## config.mk

```make
export PLATFORM = sky130hd
export DESIGN_NAME = cnt_cmp_flat
export DESIGN_NICKNAME = d
export VERILOG_FILES = /design/src/rtl/cnt_cmp_if.sv /design/src/rtl/cnt_cmp.sv /design/src/flat_wrapper.sv
export SDC_FILE = /design/constraint.sdc
export NUM_CORES = 1
export LEC_CHECK = 0
export ABC_AREA = 1
export BUFFER_PORTS_ARGS = -buffer_cell sky130_fd_sc_hd__buf_2
export CAP_MARGIN = 20
export CORE_UTILIZATION = 55
export DETAILED_ROUTE_END_ITERATION = 10
export HOLD_SLACK_MARGIN = 0.06
export PLACE_DENSITY = 0.86
export SETUP_SLACK_MARGIN = 0.5
export SYNTH_ARGS = -nofsm -noshare
export SYNTH_HDL_FRONTEND = slang
export SYNTH_SLANG_ARGS = --single-unit
```

## constraint.sdc

```tcl
create_clock -name clk -period 4.4 [get_ports clk]
set_input_delay 1.32 -clock clk [delete_from_list [all_inputs] [get_ports clk]]
set_output_delay 1.32 -clock clk [all_outputs]
set_load 0.01 [all_outputs]
```

## src/rtl/cnt_cmp_if.sv

```systemverilog
// Control and status bundle for the cnt_cmp counter/compare block.
// The master drives controls and observes status; the slave is the counter.
interface cnt_cmp_if #(
  parameter int WIDTH   = 8,
  parameter int NUM_CMP = 2
);
  logic                       en;
  logic                       clr;
  logic                       load;
  logic [WIDTH-1:0]           load_val;
  logic                       dir;
  logic                       mode;
  logic [WIDTH-1:0]           limit;
  logic [NUM_CMP*WIDTH-1:0]   cmp_val;
  logic [WIDTH-1:0]           out;
  logic [NUM_CMP-1:0]         cmp_pulse;
  logic                       wrap_pulse;
  logic                       done;

  modport master (
    output en, clr, load, load_val, dir, mode, limit, cmp_val,
    input  out, cmp_pulse, wrap_pulse, done
  );

  modport slave (
    input  en, clr, load, load_val, dir, mode, limit, cmp_val,
    output out, cmp_pulse, wrap_pulse, done
  );
endinterface

```

## src/rtl/cnt_cmp.sv

```systemverilog
// Up/down counter with programmable limit, wrap or one-shot termination,
// and NUM_CMP first-match compare channels producing single-cycle pulses.
module cnt_cmp #(
  parameter int               WIDTH   = 8,
  parameter int               NUM_CMP = 2,
  parameter logic [WIDTH-1:0] RST_VAL = '0
) (
  input  logic        clk,
  input  logic        rst,
  cnt_cmp_if.slave    bus,
  output logic [0:0]  o_dbg_state
);

  typedef enum logic [0:0] {
    S_RUN  = 1'b0,
    S_DONE = 1'b1
  } state_t;

  state_t               r_state;
  state_t               w_state_nxt;
  logic [WIDTH-1:0]     r_out;
  logic [WIDTH-1:0]     w_out_nxt;
  logic                 r_wrap;
  logic                 w_wrap_nxt;
  logic [NUM_CMP-1:0]   r_match_d;
  logic [NUM_CMP-1:0]   w_match;

  always_ff @(posedge clk or posedge rst) begin
    if (rst) begin
      r_state <= S_RUN;
      r_out   <= RST_VAL;
      r_wrap  <= 1'b0;
    end else begin
      r_state <= w_state_nxt;
      r_out   <= w_out_nxt;
      r_wrap  <= w_wrap_nxt;
    end
  end

  // Priority clr > load > count; S_DONE blocks counting until clr or load.
  always_comb begin
    w_state_nxt = r_state;
    w_out_nxt   = r_out;
    w_wrap_nxt  = 1'b0;
    if (bus.clr) begin
      w_out_nxt   = '0;
      w_state_nxt = S_RUN;
    end else if (bus.load) begin
      w_out_nxt   = bus.load_val;
      w_state_nxt = S_RUN;
    end else if (bus.en && (r_state == S_RUN)) begin
      if (!bus.dir) begin
        // >= so a loaded value above limit terminates instead of running on
        if (r_out < bus.limit) begin
          w_out_nxt = r_out + 1'b1;
        end else if (!bus.mode) begin
          w_out_nxt  = '0;
          w_wrap_nxt = 1'b1;
        end else begin
          w_state_nxt = S_DONE;
        end
      end else begin
        if (r_out != '0) begin
          w_out_nxt = r_out - 1'b1;
        end else if (!bus.mode) begin
          w_out_nxt  = bus.limit;
          w_wrap_nxt = 1'b1;
        end else begin
          w_state_nxt = S_DONE;
        end
      end
    end
  end

  always_comb begin
    w_match = '0;
    for (int i = 0; i < NUM_CMP; i++) begin
      w_match[i] = (r_out == bus.cmp_val[i*WIDTH +: WIDTH]);
    end
  end

  // Match history resets to all-ones so a value present at reset release is not a new entry.
  always_ff @(posedge clk or posedge rst) begin
    if (rst) begin
      r_match_d <= '1;
    end else begin
      r_match_d <= w_match;
    end
  end

  assign bus.out        = r_out;
  assign bus.wrap_pulse = r_wrap;
  assign bus.done       = (r_state == S_DONE);
  assign bus.cmp_pulse  = w_match & ~r_match_d;
  assign o_dbg_state    = r_state;

endmodule

```

## src/flat_wrapper.sv

```systemverilog
// flat-port wrapper written by rule: the top's interface ports become plain ports
module cnt_cmp_flat 
#(
  parameter int               WIDTH   = 8,
  parameter int               NUM_CMP = 2,
  parameter logic [WIDTH-1:0] RST_VAL = '0
)
  (clk, rst, o_dbg_state, bus_en, bus_clr, bus_load, bus_load_val, bus_dir, bus_mode, bus_limit, bus_cmp_val, bus_out, bus_cmp_pulse, bus_wrap_pulse, bus_done);
  cnt_cmp_if #(.WIDTH(WIDTH), .NUM_CMP(NUM_CMP)) bus_i ();
  input  logic clk;
  input  logic rst;
  output logic [0:0] o_dbg_state;
  input wire logic [$bits(bus_i.en)-1:0] bus_en;
  input wire logic [$bits(bus_i.clr)-1:0] bus_clr;
  input wire logic [$bits(bus_i.load)-1:0] bus_load;
  input wire logic [$bits(bus_i.load_val)-1:0] bus_load_val;
  input wire logic [$bits(bus_i.dir)-1:0] bus_dir;
  input wire logic [$bits(bus_i.mode)-1:0] bus_mode;
  input wire logic [$bits(bus_i.limit)-1:0] bus_limit;
  input wire logic [$bits(bus_i.cmp_val)-1:0] bus_cmp_val;
  output wire logic [$bits(bus_i.out)-1:0] bus_out;
  output wire logic [$bits(bus_i.cmp_pulse)-1:0] bus_cmp_pulse;
  output wire logic [$bits(bus_i.wrap_pulse)-1:0] bus_wrap_pulse;
  output wire logic [$bits(bus_i.done)-1:0] bus_done;
  assign bus_i.en = bus_en;
  assign bus_i.clr = bus_clr;
  assign bus_i.load = bus_load;
  assign bus_i.load_val = bus_load_val;
  assign bus_i.dir = bus_dir;
  assign bus_i.mode = bus_mode;
  assign bus_i.limit = bus_limit;
  assign bus_i.cmp_val = bus_cmp_val;
  assign bus_out = bus_i.out;
  assign bus_cmp_pulse = bus_i.cmp_pulse;
  assign bus_wrap_pulse = bus_i.wrap_pulse;
  assign bus_done = bus_i.done;
  cnt_cmp #(.WIDTH(WIDTH), .NUM_CMP(NUM_CMP), .RST_VAL(RST_VAL)) u_core (.clk(clk), .rst(rst), .bus(bus_i), .o_dbg_state(o_dbg_state));
endmodule
```

==> results of run 1 <==
==> layout make-up <==
type | instances | area share
tap | 31 | 0.02086
timing repair buffer | 51 | 0.1373
sequential | 12 | 0.1629
clock buffer | 4 | 0.01413
inverter | 34 | 0.06999
multi-input combinational | 197 | 0.5949
==> cells in the mapped netlist (all sizes together) (2+ instances only) <==
| cell | instances | area [um2] |
|---|---|---|
| nand2 | 77 | 329.1 |
| inv | 33 | 126.4 |
| nor2 | 26 | 136.4 |
| nand3 | 20 | 112.6 |
| a21oi | 15 | 78.83 |
| nand4 | 12 | 75.07 |
| dfrtp | 10 | 250.2 |
| ha | 10 | 125.1 |
| or2 | 8 | 50.05 |
| buf | 7 | 60.06 |
| o21ai | 7 | 35.03 |
| xnor2 | 6 | 52.55 |
| xor2 | 6 | 52.55 |
| nor3 | 5 | 25.02 |
| dfstp | 2 | 52.55 |
| nor4 | 2 | 12.51 |
==> registers in the layout, summed over array words and instances (netlist names) <==
register and cells:
u_core.r_match_d 2, u_core.bus.wrap_pulse 1, u_core.bus.out 8, u_core.bus.done 1
==> routing by layer <==
metal | track usage | vias up | routed length [um]
met2 | 0.4694 | 69 | 1959
met3 | 0.05349 | 2 | 281
met5 | 0 | - | 0
met4 | 0.05923 | 0 | 18
met1 | 0.3372 | 782 | 1628
li1 | - | 905 | -
==> worst min path at each step <==
stage                      startpoint  cells after the start                end  slack (ns)
finish              u_core.bus.out[0]                      2  u_core.bus.out[0]        0.57
global route        u_core.bus.out[0]                      2  u_core.bus.out[0]        0.63
CTS                 u_core.bus.out[0]                      2  u_core.bus.out[0]        0.57
detailed placement  u_core.bus.out[0]                      2  u_core.bus.out[0]        0.55
global placement      u_core.bus.done                      2    u_core.bus.done        0.55
floorplan           u_core.bus.out[0]                      2  u_core.bus.out[0]        0.57
==> power groups by stage <==
| stage | Clock, mW | Sequential (mW) | Combinational, mW |
|---|---|---|---|
| 2_1_floorplan | 0 | 0.138 | 0.189 |
| 3_3_place_gp | 0 | 0.153 | 0.224 |
| 3_5_place_dp | 0 | 0.153 | 0.229 |
| 4_1_cts | 0.0752 | 0.151 | 0.230 |
| 5_1_grt | 0.0806 | 0.153 | 0.261 |
| 6_report | 0.0743 | 0.151 | 0.230 |
==> logic make-up after synthesis <==
| kind of cell | share of synthesized area |
|---|---|
| buffers and inverters | 0.1210 |
| xor gates and xnor gates | 0.06557 |
| AOI/OAI and AO/OA | 0.07963 |
| adders and majority gates | 0.07806 |
| DFF | 0.1889 |
| and+or+nand+nor | 0.4668 |
==> through the flow <==
step                std cells  cell area, um2    util  total power, mW
floorplan                 251            1603       -           0.3275
global placement          325            1833  0.6647           0.3767
detailed placement        325            1833  0.6647           0.3827
CTS                       329            1859  0.6742           0.4565
global route              329            1859  0.6742           0.4948
finish                    329            1859  0.6742           0.4549
==> worst max-delay path, delay by kind of cell <==
kind | cells | cell delay, ns
simple gates | 3 | 0.35
buf+inv | 3 | 0.34
xor+xnor | 1 | 0.12
==> run metrics, run 1 <==
Synth Warn # 0; crit-path max FO 2; Register Area 302.8 um2; number of antenna violations at the first check in global routing 0; Arrival @ worst endpoint 2.14 ns; cells along the critical path buf_2 > xnor2_1 > nand3_1 > inv_1 > nand4_1 > nor4_1 > buf_2; Initial Util 0.5812; Primary FF master, synth dfrtp_1; area occupied by multi-input gates 0.001106 mm2; Sw Share 0.4512; fin crit period 3.461 ns; r2r setup slk 2.20 ns; crit path kind input port to primary output; slowest CP cell buf_2; fill count 257; vias 1758; HPWL Detailed 3118 um; Clock Tree Buf Depth 2; status complete, no violations; highest-count cells in the layout ignoring fill and taps nand2_1, buf_2, inv_1; Inserted Diodes 0; P_int 249.6 uW; cell chosen for the clock root clkbuf_4; Synth Instances 251; r2r worst-path depth 7; nets 348; Worst EP required 3.08 ns; CTS tree done; Slew headroom 0.6747; dpl ws 0.9376 ns; CORE AREA 0.002758 mm2; period utilisation layout 0.7865; gr ovfl total 0; max_cap viols 0; unrepaired setup endpoints after global routing false; number of flops mapped to enable cells by yosys 0; 1st-iter DRT viols 89; register area share after synthesis 0.1889; reg2reg end u_core.bus.out[2]; Worst path most repeated cell buf_2; Clk pwr share 0.163; maximum vdd drop 326.5 uV; die height 55.98 um; library cells used by synthesis 32; gpl congestion 0.8744; Die ar. 0.003134 mm2; count of boundary I/O pins 52; WL/cell 11.82 um; leakage power 1.066 nW; Worst-Margin Slew 0.4879 ns; first-pass GRT wire length 6658 um; Sw Pwr 205.3 uW; Hold/Removal Path Class flop to flop; synthesized area 0.001603 mm2; clock skew 0.005172 ns; PnR worst setup slack 0.9393 ns; post-route setup TNS 0 ns; share of cells above drive strength 1 0.2886; vias in the first global route 1541; clk sinks 12; DRT antenna net count 0; crit path to bus_cmp_pulse[0]; Worst R2R Start u_core.bus.out[5]; crit-path max cell delay 0.17 ns; Seq pwr share 0.331; combinational power share 0.506; Post-CTS Resized 0; hold-fix buffers at CTS 0; TritonCTS buffer count 3; most common cell after layout, fill and taps aside nand2_1; final setup fails 0; post-CTS setup buffers 0; final hold violations 0; Total GRT Usage 0.2674; H-tree depth 1; syn_area_per_cell 6.386 um2; kind of end point of the critical path primary output; Skew-Pair Late Insertion Delay 0.28 ns; crit start category input port; die width 55.98 um; Critical Path Start bus_cmp_val[6]; row count 19; maximum clock rate 289.0 MHz; area grow syn2layout 16.00%; total wire length 3888 um; final hold slack 0.5694 ns; vias per cell 5.343; clock slew at reported path FFs 0.08 ns; largest net degree at the start of global routing 13; Async SR Flop Fraction 1.000; Residual DRC 0; port buffer count 51; Slew Viols, Final 0; Mapped Nets 300; Pre-antenna DRT Iters 4; FF+latch count, synth 12; PD cells 244.7 mW/mm2
Power figures use the tool's default switching activity.
==> inputs of run 2 (changes only) <==
- CORE_UTILIZATION: 55 -> 46
- PLACE_DENSITY: 0.86 -> 0.76
- clock period: 4.4 -> 3.04 ns (I/O delays scaled with it)
==> run metrics, run 2 (synthesis gave the netlist of run 1 again) <==
status finished with violations (was complete, no violations); failing checks DRC; max_cap viols 0 (unchanged); vias per cell 4.977 (was 5.343); maximum clock rate 379.2 MHz; period utilisation layout 0.8676; Worst-Margin Slew 0.4819 ns (was 0.4879 ns); Worst EP required 2.13 ns (was 3.08 ns); most common cell after layout, fill and taps aside nand2_1 (unchanged); dpl ws 0.3842 ns (was 0.9376 ns); Arrival @ worst endpoint 1.73 ns (was 2.14 ns); Skew-Pair Late Insertion Delay 0.28 ns (about the same); CTS tree done (unchanged); gpl congestion 0.8370 (was 0.8744); area grow syn2layout 18.50% (was 16.00%); TritonCTS buffer count 3 (unchanged); CORE AREA 0.003337 mm2 (was 0.002758 mm2); Slew headroom 0.6787 (was 0.6747); leakage power 1.076 nW (was 1.066 nW); Slew Viols, Final 0 (unchanged); vias 1722 (was 1758); total wire length 3959 um (was 3888 um); die width 61.03 um (was 55.98 um); Pre-antenna DRT Iters 7 (was 4); nets 350 (was 348); H-tree depth 1 (unchanged); final setup fails 0 (unchanged); fill count 367 (was 257); crit start category input port (unchanged); unrepaired setup endpoints after global routing true (was false); share of cells above drive strength 1 0.2967 (was 0.2886); Largest register FFs 8 (unchanged); number of antenna violations at the first check in global routing 0 (unchanged); final hold slack 0.5658 ns (was 0.5694 ns); Hold/Removal Path Class flop to flop (unchanged); Residual DRC 2 (was 0); vias in the first global route 1397 (was 1541); Inserted Diodes 0 (unchanged); Total GRT Usage 0.2249 (was 0.2674); clock skew 0.002470 ns (was 0.005172 ns); port buffer count 51 (unchanged); fin crit period 2.637 ns; HPWL Detailed 3201 um (was 3118 um); row count 21 (was 19); cell chosen for the clock root clkbuf_4 (unchanged); maximum vdd drop 251.3 uV (was 326.5 uV); clock slew at reported path FFs 0.07 ns (was 0.08 ns); PD cells 351.7 mW/mm2 (was 244.7 mW/mm2); Final Non-Filler Cells 346 (was 329); count of boundary I/O pins 52 (unchanged); clk sinks 12 (unchanged); DRT antenna net count 0 (unchanged); PnR worst setup slack 0.4026 ns (was 0.9393 ns); highest-count cells in the layout ignoring fill and taps nand2_1, buf_2, inv_1 (unchanged); first-pass GRT wire length 6154 um (was 6658 um); Initial Util 0.4803 (was 0.5812); dpl cells 342 (was 325); final hold violations 0 (unchanged); largest net degree at the start of global routing 13 (unchanged); gr ovfl total 0 (unchanged); post-route setup TNS 0 ns (unchanged); Clock Tree Buf Depth 2 (unchanged); kind of end point of the critical path primary output (unchanged); Die ar. 0.003725 mm2 (was 0.003134 mm2); WL/cell 11.44 um (was 11.82 um); 1st-iter DRT viols 87 (was 89); die height 61.03 um (was 55.98 um); post-CTS setup buffers 0 (unchanged); crit-path max FO 2 (unchanged); crit path kind input port to primary output (unchanged)
==> run 2: cell types whose count changed in the layout (fill, tap and decap cells not counted), sizes merged <==
| cell | change |
|---|---|
| buf | +2 |
==> run 2: area by class of cell <==
cell class	instances	area (um2)	share of cell area
multi-input cells	197	1112	0.5856
flip-flops and latches	12	302.8	0.1594
inverters	34	130.1	0.06851
well taps	46	57.56	0.03030
repair buffers	53	270.3	0.1423
clock buffers	4	26.28	0.01383
==> run 2: repair_timing <==
action,4_1_cts,5_1_grt
gates resized for setup,0,1
cloned,0,0
setup endpoints to repair,2,2
endpoints found under the hold margin,0,0
hold buffers,0,0
==> run 2: worst paths after layout <==
kind	startpoint	to	slack, ns	depth (start not counted)
max	bus_cmp_val[6]	bus_cmp_pulse[0]	0.40	7
min	u_core.bus.done	u_core.bus.done	0.57	2
max reg2reg	u_core.bus.out[5]	u_core.bus.out[1]	0.93	7
min reg2reg	u_core.bus.done	u_core.bus.done	0.57	2
max in group asynchronous	rst	u_core.r_match_d[1]	2.06	2
min in group asynchronous	rst	u_core.bus.wrap_pulse	0.63	2
==> run 2: metrics by stage <==
step | util | area [um2] | power, mW
6_report | 0.5692 | 1899 | 0.6681
3_5_place_dp | 0.5594 | 1867 | 0.5633
2_1_floorplan | - | 1603 | 0.4739
5_1_grt | 0.5692 | 1899 | 0.7282
4_1_cts | 0.5673 | 1893 | 0.6702
3_3_place_gp | 0.5594 | 1867 | 0.5587
==> run 2: layer usage <==
layer,global-route usage,part of all wire
met5,0,0
met4,0.03247,0.0028
met3,0.04622,0.067
met2,0.3680,0.47
met1,0.3127,0.46
==> run 2: where the power goes <==
part	switching (mW)	leakage [nW]	total, mW	internal [mW]
combinational	0.206	0.909	0.348	0.142
sequential	0.0402	0.152	0.214	0.174
clock	0.0549	0.0150	0.106	0.0510
==> run 2: critical path: stages <==
cell     delay [ns]
buf_2          0.10
xnor2_1        0.13
nand3_1        0.09
inv_1          0.07
nand4_1        0.09
nor4_1         0.17
buf_2          0.17
